## src/rtl/sfifo_uart_tx.sv

```systemverilog
// sfifo_uart_tx: drains an 8-bit synchronous FIFO and serializes each byte as a UART frame.
// Define SFIFO_UART_TX_PARITY_EN to insert an even-parity bit between the data and stop bits.
//
// state  | meaning
// IDLE   | line high, waiting for tx_enable with a non-empty FIFO
// READ   | fifo_read_n low for exactly one cycle
// LOAD   | FIFO data captured, baud counter and bit index cleared
// START  | start bit (low)
// DATA   | data bits, LSB first
// PARITY | even parity of the captured byte (SFIFO_UART_TX_PARITY_EN only)
// STOP   | stop bit (high); frame_done in its final cycle
module sfifo_uart_tx #(
  parameter int DATA_WIDTH   = 8,
  parameter int CLKS_PER_BIT = 16,
  parameter int CNT_BITS     = 4,
  parameter int IDX_BITS     = 3
) (
  input  logic                  clock,
  input  logic                  reset_n,
  input  logic                  tx_enable,
  input  logic                  fifo_empty,
  input  logic [DATA_WIDTH-1:0] fifo_data,
  output logic                  fifo_read_n,
  output logic                  tx_serial,
  output logic                  busy,
  output logic                  frame_done
);

  typedef enum logic [2:0] {
    S_IDLE   = 3'd0,
    S_READ   = 3'd1,
    S_LOAD   = 3'd2,
    S_START  = 3'd3,
    S_DATA   = 3'd4,
`ifdef SFIFO_UART_TX_PARITY_EN
    S_PARITY = 3'd5,
`endif
    S_STOP   = 3'd6
  } state_t;

  localparam logic [CNT_BITS-1:0] CNT_LAST = CNT_BITS'(CLKS_PER_BIT - 1);
  localparam logic [IDX_BITS-1:0] IDX_LAST = IDX_BITS'(DATA_WIDTH - 1);

  state_t                state_q, state_d;
  logic [CNT_BITS-1:0]   cnt_q, cnt_d;
  logic [IDX_BITS-1:0]   idx_q, idx_d;
  logic [DATA_WIDTH-1:0] shift_q, shift_d;
  logic                  tx_q, tx_d;
  logic                  done_q, done_d;
  logic                  bit_end;
  logic                  serial_st;
`ifdef SFIFO_UART_TX_PARITY_EN
  logic                  parity_q;
`endif

  assign bit_end = (cnt_q == CNT_LAST);

  always_comb begin
    serial_st = (state_q == S_START) || (state_q == S_DATA) || (state_q == S_STOP);
`ifdef SFIFO_UART_TX_PARITY_EN
    serial_st = serial_st || (state_q == S_PARITY);
`endif
  end

  always_comb begin
    state_d = state_q;
    cnt_d   = cnt_q;
    idx_d   = idx_q;
    shift_d = shift_q;
    if (serial_st) cnt_d = bit_end ? '0 : cnt_q + 1'b1;
    case (state_q)
      S_IDLE:  if (tx_enable && !fifo_empty) state_d = S_READ;
      S_READ:  state_d = S_LOAD;
      S_LOAD: begin
        shift_d = fifo_data;
        cnt_d   = '0;
        idx_d   = '0;
        state_d = S_START;
      end
      S_START: if (bit_end) state_d = S_DATA;
      S_DATA: begin
        if (bit_end) begin
          shift_d = shift_q >> 1;
          if (idx_q == IDX_LAST) begin
`ifdef SFIFO_UART_TX_PARITY_EN
            state_d = S_PARITY;
`else
            state_d = S_STOP;
`endif
          end else begin
            idx_d = idx_q + 1'b1;
          end
        end
      end
`ifdef SFIFO_UART_TX_PARITY_EN
      S_PARITY: if (bit_end) state_d = S_STOP;
`endif
      S_STOP:  if (bit_end) state_d = S_IDLE;
      default: state_d = S_IDLE;
    endcase
  end

  // Line and done flops are driven from next-state values so they line up with state_q.
  always_comb begin
    tx_d = 1'b1;
    case (state_d)
      S_START:  tx_d = 1'b0;
      S_DATA:   tx_d = shift_d[0];
`ifdef SFIFO_UART_TX_PARITY_EN
      S_PARITY: tx_d = parity_q;
`endif
      default:  tx_d = 1'b1;
    endcase
    done_d = (state_d == S_STOP) && (cnt_d == CNT_LAST);
  end

  always_ff @(posedge clock) begin
    if (!reset_n) begin
      state_q <= S_IDLE;
      cnt_q   <= '0;
      idx_q   <= '0;
      shift_q <= '0;
      tx_q    <= 1'b1;
      done_q  <= 1'b0;
    end else begin
      state_q <= state_d;
      cnt_q   <= cnt_d;
      idx_q   <= idx_d;
      shift_q <= shift_d;
      tx_q    <= tx_d;
      done_q  <= done_d;
    end
  end

`ifdef SFIFO_UART_TX_PARITY_EN
  always_ff @(posedge clock) begin
    if (!reset_n)               parity_q <= 1'b0;
    else if (state_q == S_LOAD) parity_q <= ^fifo_data;
  end
`endif

  assign fifo_read_n = (state_q != S_READ);
  assign busy        = (state_q != S_IDLE);
  assign tx_serial   = tx_q;
  assign frame_done  = done_q;

endmodule

```

## config.mk

```make
export PLATFORM = sky130hd
export DESIGN_NAME = sfifo_uart_tx
export DESIGN_NICKNAME = d
export VERILOG_FILES = /design/src/rtl/sfifo_uart_tx.sv
export SDC_FILE = /design/constraint.sdc
export NUM_CORES = 1
export LEC_CHECK = 0
export BUFFER_PORTS_ARGS = -buffer_cell sky130_fd_sc_hd__buf_2
export CORE_MARGIN = 1
export CORE_UTILIZATION = 49
export CTS_CLUSTER_SIZE = 16
export DETAILED_ROUTE_END_ITERATION = 10
export GPL_TIMING_DRIVEN = 0
export PLACE_DENSITY = 0.71
export SLEW_MARGIN = 0
export SYNTH_ARGS = -nofsm -noshare
export SYNTH_HDL_FRONTEND = slang
export SYNTH_SLANG_ARGS = --single-unit
```

## constraint.sdc

```tcl
create_clock -name clock -period 1.8 [get_ports clock]
set_input_delay 0.18 -clock clock [delete_from_list [all_inputs] [get_ports clock]]
set_output_delay 0.18 -clock clock [all_outputs]
set_load 0.02 [all_outputs]
```

==> summary.md <==
| Metric | Value |
|---|---|
| Hold worst-path end | `state_q[1]` |
| Initial Utilization | `53.03%` |
| FF+latch count, synth | `20` |
| Most frequent cells in the layout | `dfxtp_1 (18), buf_2 (16), nand2_1 (14), a21oi_1 (12), a22oi_1 (7)` |
| Count of flip-flops with a built-in enable after synthesis | `0` |
| Clock tree skew after final layout | `8.852 ps` |
| Worst-skew pair later-pin latency | `290 ps` |
| Via density per instance | `5.810` |
| Area of all sequential standard cells | `405.4 um^2` |
| Global-route wire length before repair | `3670 um` |
| Fmax | `566.6 MHz` |
| Via count | `976` |
| Yosys top cell area share | `38.10%` |
| Pre-antenna DRT Iters | `4` |
| Count of inserted antenna diode cells | `0` |
| DR DRC count | `0` |
| Initial detailed-routing violation count | `34` |
| Worst Setup End Kind | `flop` |
| # IOs | `16` |
| Primary FF master, synth | `dfxtp_1` |
| Via count of the first global-routing pass | `852` |
| Worst reg2reg startpoint | `cnt_q[0]` |
| Synthesized netlist net count | `138` |
| Path type of the worst min-delay path | `in -> reg` |
| Synth warn | `0` |
| Leading cell type in the layout, fill and taps excluded | `dfxtp_1` |
| Startpoint type of the worst setup path | `flop` |
| Clock tree from TritonCTS | `done` |
| Worst Min Path Start | `reset_n` |
| Final wirelength | `2160 um` |
| Fraction of registers with async set/reset | `0%` |
| Synthesized area divided by synthesized cell count | `8.545 um^2` |
| Total non-filler cell area in the finished layout | `1222 um^2` |
| Average wire per standard cell | `12.86 um` |
| Buffers on Ports | `15` |
| Data arrival time of the worst path | `1980 ps` |
| Share of the core filled with cells | `61.68%` |
| Area delta synth->final | `16.31%` |
| DRT antenna net count | `0` |
| Fin. Hold Viols | `0` |
| WS Path Type | `reg -> reg` |
| Nets | `158` |
| Min-Delay Path Depth | `2` |
| Maximum resistive drop on vdd | `0.0004752 V` |
| Post-detailed-placement half-perimeter wirelength | `1590 um` |
| Total power | `882.1 uW` |
| Pwr dens | `721.6 nW/um^2` |
| Setup_tns | `0 ps` |
| Max Root-Sink Buffers | `2` |
| Largest area contributor in the synthesized netlist | `dfxtp_1` |
| Worst r2r dst | `frame_done` |
| Maximum capacitance violations | `0` |
| Relative slew margins | `70.57%` |
| Netlist area before placement | `1051 um^2` |
| Period Utilization, post-route | `98.04%` |
| Total congestion overflow after global routing | `0` |
| Largest fanout on the critical path | `8` |
| Count of different cell masters after synthesis | `39` |
| Critical path data required time | `2010 ps` |
| Total clock buffers created by CTS | `3` |
| Root cell of the clock tree | `clkbuf_4` |
| Placement Cell Area | `1160 um^2` |
| Static leakage | `0.0004828 uW` |
| Ranking of synthesized cells by area | `dfxtp_1 (38%), a21oi_1 (6.2%), a22oi_1 (5.0%)` |
| Largest net degree at the start of global routing | `11` |
| Die boundary height | `48.32 um` |
| Clock net sink count | `20` |
| Initial antenna violation count | `0` |
| Routability cong. | `0.9106` |
| Worst R2R Setup Slack | `40 ps` |
| Count of final setup violators | `0` |
| Sequential element share of the synthesized area | `38.10%` |
| Footprint of the multi-input gates | `618.1 um^2` |
| Placement Rows | `16` |
| Worst-Margin Slew | `441.4 ps` |
| Worst reg2reg path depth | `6` |
| Count of H-tree levels built during CTS | `1` |
| Min Tclk post-route | `1765 ps` |
| Clock-pin slew on the worst setup and hold paths | `100 ps` |
| Layout cells sized above 1 | `22.70%` |
| Final instance count without filler cells | `168` |
| Run status | `complete, no violations` |
| Cells after Synth | `123` |
| # Post-CTS Setup Buffers | `0` |
| Full die area | `2334 um^2` |
| Placed cell count | `165` |
| Total of fill cells in the finished design | `182` |
| All-layer global routing usage | `19.24%` |
| Slew Viols, Final | `0` |
| CORE AREA | `1982 um^2` |
| Horiz. Die Dim | `48.32 um` |
area by class of cell:
| type | instances | share of cell area (%) |
|---|---|---|
| Buffer | 10 | 4.913 |
| Clock buffer | 3 | 1.842 |
| Inverter | 2 | 0.6141 |
| Multi-Input combinational cell | 91 | 50.56 |
| Sequential cell | 20 | 33.16 |
| Tap cell | 27 | 2.764 |
| Timing Repair Buffer | 15 | 6.141 |
worst max-delay path: stages (launching register included):
cell	delay, ps
dfxtp_4	380
ha_4	180
and3_4	150
buf_6	130
o221a_1	220
or3_4	400
nor4_4	250
per-stage QoR:
step	hold WS [ps]	worst slack (ps)
floorplan	297.5	79.75
global placement	423.7	-41.76
detailed placement	427.6	-60.08
CTS	119.6	4.475
global route	121.0	-3.528
finish	128.4	35.22
report_power, final:
group          total (uW)  leakage (uW)  switching, uW  internal, uW
Combinational         191      0.000305            111          80.4
Clock                 197     0.0000138            120          77.8
Sequential            494      0.000164           22.5           471
Total                 882      0.000483            253           629
cell usage after synthesis (3+ instances only):
cell and instances:
dfxtp_1 20, nand2_1 14, a21oi_1 13, a22oi_1 7
clkbuf_1 6, nor2_1 6, nor2b_1 5, a31oi_1 4
a22o_1 3, ha_1 3, nand3b_1 3, nor3b_1 3
o21ai_0 3
registers in the layout, indices dropped and copies added (netlist names):
name / cells
shift_q: 8
frame_done: 1
state_q: 3
tx_serial: 1
idx_q: 3
cnt_q: 4
layer usage:
metal  track usage, %  share of wire [%]  up-vias  wire [um]
met5                0                  0        -          0
met4            1.471                  0        0          0
met3            4.717                5.5        0        119
met2            31.92                 47       30       1006
met1            26.37                 48      455       1033
li1                 -                  -      491          -
what timing repair did:
action,CTS,global route
setup endpoints to repair,5,9
pin swaps,0,0
hold buffers,0,0
gates resized for setup,2,11
worst max-delay path by stage:
stage	slack [ps]	to	depth (start not counted)	start
global route	-4	shift_q[7]	7	cnt_q[0]
global placement	-40	frame_done	6	cnt_q[0]
detailed placement	-60	frame_done	6	cnt_q[0]
CTS	4	frame_done	6	cnt_q[0]
finish	40	frame_done	6	cnt_q[0]
floorplan	80	frame_done	6	cnt_q[0]
cells by family after synthesis:
group / synth area share [%]
AOI/OAI and AO/OA: 25.60
DFF: 38.09
adders and majority gates: 3.572
muxes: 1.905
and+or+nand+nor: 24.88
buffers and inverters: 5.951
(Power assumes the default switching activity.)
